## src/rtl/conv3x3_window_mac.sv

```systemverilog
`default_nettype none
// ============================================================================
//  Module      : conv3x3_window_mac
//  Description : 3x3 sliding-window multiply-accumulate over a raster pixel
//                stream. Two line buffers feed a 3x3 window that is
//                multiplied by a loadable signed kernel; one signed sum is
//                emitted per complete window position.
//  Revision    : 1.0 - initial release
// ============================================================================
module conv3x3_window_mac #(
  parameter int DATA_W = 8,
  parameter int MAX_W  = 16,
  parameter int ACC_W  = 21
) (
  input  logic                     clk,
  input  logic                     rst,
  input  logic [4:0]               cfg_width,
  input  logic [4:0]               cfg_height,
  input  logic                     k_wr_en,
  input  logic [3:0]               k_addr,
  input  logic signed [DATA_W-1:0] k_data,
  input  logic                     start,
  input  logic                     in_valid,
  input  logic [DATA_W-1:0]        in_data,
  output logic                     in_ready,
  output logic                     out_valid,
  output logic signed [ACC_W-1:0]  out_data,
  input  logic                     out_ready,
  output logic                     busy,
  output logic                     done,
  output logic                     cfg_err
);

  localparam int         c_LB_AW = (MAX_W > 1) ? $clog2(MAX_W) : 1;
  localparam logic [5:0] c_MAX_W = 6'(MAX_W);

  localparam logic [1:0] c_IDLE  = 2'd0;
  localparam logic [1:0] c_RUN   = 2'd1;
  localparam logic [1:0] c_DRAIN = 2'd2;
  localparam logic [1:0] c_DONE  = 2'd3;

  logic [1:0]               r_state;
  logic [4:0]               r_w;
  logic [4:0]               r_h;
  logic [4:0]               r_row;
  logic [4:0]               r_col;
  logic                     r_cfg_err;
  logic                     r_out_valid;
  logic signed [ACC_W-1:0]  r_out_data;
  logic signed [DATA_W-1:0] r_kernel [9];
  logic [DATA_W-1:0]        r_win    [3][3];
  logic [DATA_W-1:0]        r_lb0    [MAX_W];
  logic [DATA_W-1:0]        r_lb1    [MAX_W];

  logic                     w_cfg_ok;
  logic                     w_accept;
  logic                     w_col_last;
  logic                     w_last_pix;
  logic                     w_win_full;
  logic [c_LB_AW-1:0]       w_cidx;
  logic [DATA_W-1:0]        w_lb0_rd;
  logic [DATA_W-1:0]        w_lb1_rd;
  logic [DATA_W-1:0]        w_tap [9];
  logic signed [ACC_W-1:0]  w_sum;

  // A start is only honoured for a frame that yields at least one window
  assign w_cfg_ok   = (cfg_width >= 5'd3) && ({1'b0, cfg_width} <= c_MAX_W) &&
                      (cfg_height >= 5'd3);
  // Back-pressure: stall input only when a result is stuck at the output
  assign in_ready   = (r_state == c_RUN) && !(r_out_valid && !out_ready);
  assign w_accept   = in_valid && in_ready;
  assign w_col_last = (r_col == r_w - 5'd1);
  assign w_last_pix = w_col_last && (r_row == r_h - 5'd1);
  assign w_win_full = (r_row >= 5'd2) && (r_col >= 5'd2);
  assign w_cidx     = r_col[c_LB_AW-1:0];
  assign w_lb0_rd   = r_lb0[w_cidx];
  assign w_lb1_rd   = r_lb1[w_cidx];

  assign out_valid  = r_out_valid;
  assign out_data   = r_out_data;
  assign busy       = (r_state == c_RUN) || (r_state == c_DRAIN);
  assign done       = (r_state == c_DONE);
  assign cfg_err    = r_cfg_err;

  // Window taps as they will look after this pixel shifts in (row 0 oldest)
  always_comb begin
    w_tap = '{default: '0};
    for (int r = 0; r < 3; r++) begin
      w_tap[3*r]     = r_win[r][1];
      w_tap[3*r + 1] = r_win[r][2];
    end
    w_tap[2] = w_lb1_rd;
    w_tap[5] = w_lb0_rd;
    w_tap[8] = in_data;
  end

  // Nine signed products of zero-extended pixels and kernel coefficients
  always_comb begin
    w_sum = '0;
    for (int i = 0; i < 9; i++) begin
      w_sum = w_sum + ACC_W'($signed({1'b0, w_tap[i]})) * ACC_W'(r_kernel[i]);
    end
  end

  // Frame control: state, latched geometry, raster counters, config error
  always_ff @(posedge clk or posedge rst) begin
    if (rst) begin
      r_state   <= c_IDLE;
      r_w       <= '0;
      r_h       <= '0;
      r_row     <= '0;
      r_col     <= '0;
      r_cfg_err <= 1'b0;
    end else begin
      r_cfg_err <= 1'b0;
      case (r_state)
        c_IDLE: begin
          if (start) begin
            if (w_cfg_ok) begin
              r_w     <= cfg_width;
              r_h     <= cfg_height;
              r_row   <= '0;
              r_col   <= '0;
              r_state <= c_RUN;
            end else begin
              r_cfg_err <= 1'b1;
            end
          end
        end
        c_RUN: begin
          if (w_accept) begin
            if (w_col_last) begin
              r_col <= '0;
              r_row <= r_row + 5'd1;
            end else begin
              r_col <= r_col + 5'd1;
            end
            if (w_last_pix) r_state <= c_DRAIN;
          end
        end
        c_DRAIN: begin
          if (!r_out_valid) r_state <= c_DONE;
        end
        c_DONE:  r_state <= c_IDLE;
        default: r_state <= c_IDLE;
      endcase
    end
  end

  // Kernel coefficients are writable only while idle; out-of-range index dropped
  always_ff @(posedge clk or posedge rst) begin
    if (rst) begin
      for (int i = 0; i < 9; i++) r_kernel[i] <= '0;
    end else if ((r_state == c_IDLE) && k_wr_en && (k_addr <= 4'd8)) begin
      r_kernel[k_addr] <= k_data;
    end
  end

  // Window shift and line-buffer rotation on every accepted pixel
  always_ff @(posedge clk or posedge rst) begin
    if (rst) begin
      for (int r = 0; r < 3; r++) begin
        for (int c = 0; c < 3; c++) r_win[r][c] <= '0;
      end
      for (int i = 0; i < MAX_W; i++) begin
        r_lb0[i] <= '0;
        r_lb1[i] <= '0;
      end
    end else if (w_accept) begin
      for (int r = 0; r < 3; r++) begin
        r_win[r][0] <= r_win[r][1];
        r_win[r][1] <= r_win[r][2];
      end
      r_win[0][2]   <= w_lb1_rd;
      r_win[1][2]   <= w_lb0_rd;
      r_win[2][2]   <= in_data;
      r_lb1[w_cidx] <= w_lb0_rd;
      r_lb0[w_cidx] <= in_data;
    end
  end

  // Result register: load on a completed window, release on downstream accept
  always_ff @(posedge clk or posedge rst) begin
    if (rst) begin
      r_out_valid <= 1'b0;
      r_out_data  <= '0;
    end else if (w_accept && w_win_full) begin
      r_out_valid <= 1'b1;
      r_out_data  <= w_sum;
    end else if (out_ready) begin
      r_out_valid <= 1'b0;
    end
  end

endmodule
`default_nettype wire

```

## config.mk

```make
export PLATFORM = sky130hd
export DESIGN_NAME = conv3x3_window_mac
export DESIGN_NICKNAME = d
export VERILOG_FILES = /design/src/rtl/conv3x3_window_mac.sv
export SDC_FILE = /design/constraint.sdc
export NUM_CORES = 2
export LEC_CHECK = 0
export CAP_MARGIN = 20
export CELL_PAD_IN_SITES_DETAIL_PLACEMENT = 1
export CELL_PAD_IN_SITES_GLOBAL_PLACEMENT = 1
export CORE_MARGIN = 1.5
export CORE_UTILIZATION = 35
export DETAILED_ROUTE_END_ITERATION = 8
export MAX_ROUTING_LAYER = met4
export PLACE_DENSITY_LB_ADDON = 0.12
export SLEW_MARGIN = 5
export SYNTH_ARGS = -nofsm -noshare
export SYNTH_HDL_FRONTEND = slang
export SYNTH_SLANG_ARGS = --single-unit
```

## constraint.sdc

```tcl
create_clock -name clk -period 18.1 [get_ports clk]
set_input_delay 2.715 -clock clk [delete_from_list [all_inputs] [get_ports clk]]
set_output_delay 2.715 -clock clk [all_outputs]
set_load 0.01 [all_outputs]
```

==> key figures <==
Timing
  – Final hold vios: 0
  – Relative slew slack: 35.6%
  – RSZ-0062 raised after global routing: no
  – Slew @ Worst Pin: approximately 960 ps
  – Final setup vio count: 0
  – Total negative slack: 0 ps
  – Clock skew: ~39 ps
  – Clock period minus worst slack: 10940 ps
  – Slew Viols, Final: 0
  – Fmax: 91.4 MHz
  – Period utilization: 60.5%

Placed design
  – Final GP Congestion: 0.844
  – IO buf count: 61
  – Post-DP HPWL: 93400 µm

Clocking
  – Clock Latency Late Sink: 680 ps
  – Root Driver: clkbuf_16
  – Clk pin slew, worst setup/hold paths: ~60 ps
  – Post CTS Setup Buffer Count: 0
  – CTS max path bufs: 3
  – H-tree lvl count: 2
  – Clk sink count: 421
  – CTS tree: built
  – Post-CTS Hold Buffers: 0
  – Total CTS buffers: 54
  – CTS resizes: 0

Floorplan
  – Starting Density: between 30% and 40%
  – IO Pins: 62
  – Row count: 124
  – Total die area: 117000 µm²
  – DIE HEIGHT: ~340 µm
  – Core Region: ~110000 µm²
  – Die Wd: between 300 and 400 µm

Detailed routing
  – Drc violations: 0
  – DRT iter0 DRCs: 962
  – Via/cell ratio: 4.80
  – Wire per inst: approximately 24 µm
  – DRT antenna net count: 0
  – Routed wire length: 122000 µm
  – Via count: 24500
  – DRT Pass-1 Iters: 4

Logic synthesis
  – Cell variety after synth: 58
  – Post-Syn Nets: roughly 4400
  – Asr flop ratio synth: 100%
  – EDFF count, synth: 0
  – Post-synthesis cell count: 3509
  – Register bit count reported by yosys: 421
  – Ys Warns: 0
  – Seq/Total Area, Yosys: 26.2%
  – Netlist Area Pre-Place: 40200 µm²
  – Average size of a mapped cell: 11.5 µm²
  – Main synth FF type: dfrtp_1

Run status
  – Status: completed

Worst setup path
  – CP endpoint kind: flop
  – Crit path launch type: flop
  – Crit Path Class: flop to flop
  – WP data arrival: 11470 ps
  – Critical Path RT: 18630 ps
  – CP max FO: 39

Global routing
  – Gr usage total: 22.3%
  – Initial antenna violation count: 14
  – First-pass GRT wire length: 186000 µm
  – Remaining global-route overflow: 0
  – Vias in the first global route: 27800
  – Pin count of the biggest net entering global routing: 123

Cells and area
  – Nets: 4461
  – Fraction of layout cells with a size suffix above 1: roughly 17%
  – Layout area overhead: 10.2%
  – Commonest cells after routing, fill and taps aside: inv_1 (772), fa_1 (573), dfrtp_1 (418), mux2_2 (381), ha_1 (307)
  – Most common cell after layout, fill and taps aside: inv_1

Job
  – MaxCap Viol Count: 0

Hold path
  – Worst Hold Class: flop to flop
==> final timing paths <==
check	depth (start not counted)	from	slack (ps)	to
min reg2reg	2	out_data[15]	480	out_data[15]
max in group asynchronous	4	rst	13290	r_col[1]
max reg2reg	27	r_col[0]	7160	out_data[18]
max	27	r_col[0]	7160	out_data[18]
min	2	out_data[15]	480	out_data[15]
min in group asynchronous	2	rst	2610	r_lb0[19]
==> state kept, by name, summed over array words and instances (netlist names), 2 cells and up <==
signal,flops
r_w,5
r_col,5
r_win,48
r_lb0,128
r_kernel,72
r_h,5
r_row,5
out_data,21
r_lb1,128
r_state,2
==> through the flow <==
step	util [%]	instances	instance area (µm²)	hold slack (ps)	setup slack [ps]
floorplan	-	3509	40200	470	3670
global placement	37.1	4998	42400	462	6950
detailed placement	37.2	5000	42400	469	6950
CTS	38.8	5102	44300	483	7020
global route	38.8	5104	44300	497	6640
finish	38.8	5107	44300	477	7160
==> kinds of logic after synthesis <==
| family | share of synthesized area [%] |
|---|---|
| AO/OA/AOI/OAI | 1.37 |
| XOR/XNOR | 0.806 |
| adder cells (fa/ha/maj) | 38.1 |
| buffers and inverters | 8.96 |
| flip-flops | 26.2 |
| multiplexers | 15.4 |
| AND/OR/NAND/NOR | 9.15 |
==> cell type report <==
class / count / area [µm²]
Inverter: 776 / 2920
Clock inverter: 27 / 298
Tap cell: 1512 / 1890
Antenna cell: 4 / 10.0
Multi-Input combinational cell: 2185 / 26100
Sequential cell: 421 / 10500
Timing Repair Buffer: 107 / 986
Clock buffer: 75 / 1550
Fill cell: 12400 / 69800
==> Yosys cell counts (2+ instances only) <==
library cell  count  share of area [%]
buf_8             2              0.075
xor2_1           13               0.28
nor3b_1           5              0.093
mux2_1            3              0.084
dfrtp_1         421                 26
nor3_1            9               0.11
o21ai_0          33               0.41
nand2_1         267                2.5
o21ai_1           3              0.037
buf_2             7              0.087
clkbuf_1         88               0.82
mux2i_1           2              0.050
a21boi_0          3              0.056
ha_1            307                9.6
nand3_1          10               0.12
nor2_1           55               0.51
clkinv_1          2              0.019
buf_1            12               0.11
a211o_1           3              0.065
nor4_1            5              0.078
o31ai_1           5              0.093
mux2_2          381                 11
o21a_1            3              0.056
xnor2_1          24               0.52
a211oi_1          2              0.037
inv_1           773                7.2
mux4_2           69                3.9
and3_1            4              0.062
a21o_1            5              0.093
buf_6            13               0.36
a21oi_1          14               0.17
nand2b_1         32               0.50
nor2b_1          16               0.25
and2_1          305                4.7
or4_1             3              0.056
mux4_1           11               0.72
a31oi_1           2              0.031
buf_12            5               0.25
fa_1            573                 29
==> routing by layer <==
metal / GRT usage, % / up-vias / share of wire [%]
li1: - / 11000 / -
met1: 29.5 / 13200 / 46
met2: 37.4 / 248 / 49
met3: 1.89 / 115 / 2.4
met4: 4.96 / 0 / 2.4
met5: - / - / 0
==> critical path, stage by stage, from the launching register on <==
cell and delay, ps:
dfrtp_4 840, buf_4 710, mux4_1 640, mux4_2 730, nand2b_1 280, fa_1 550, inv_1 50, fa_1 520
inv_1 50, fa_1 550, fa_1 590, inv_1 60, fa_1 480, fa_1 650, fa_1 460, fa_1 490
fa_1 500, inv_1 50, fa_1 470, inv_1 40, ha_1 310, and2_1 180, a221o_1 340, a21o_1 220
a211o_1 330, a21boi_0 270, mux2i_1 220, o311ai_1 110
Power is left out: the tool's default activity adds up to more than one toggle a clock period on the data nets, which glitch-free logic cannot reach.
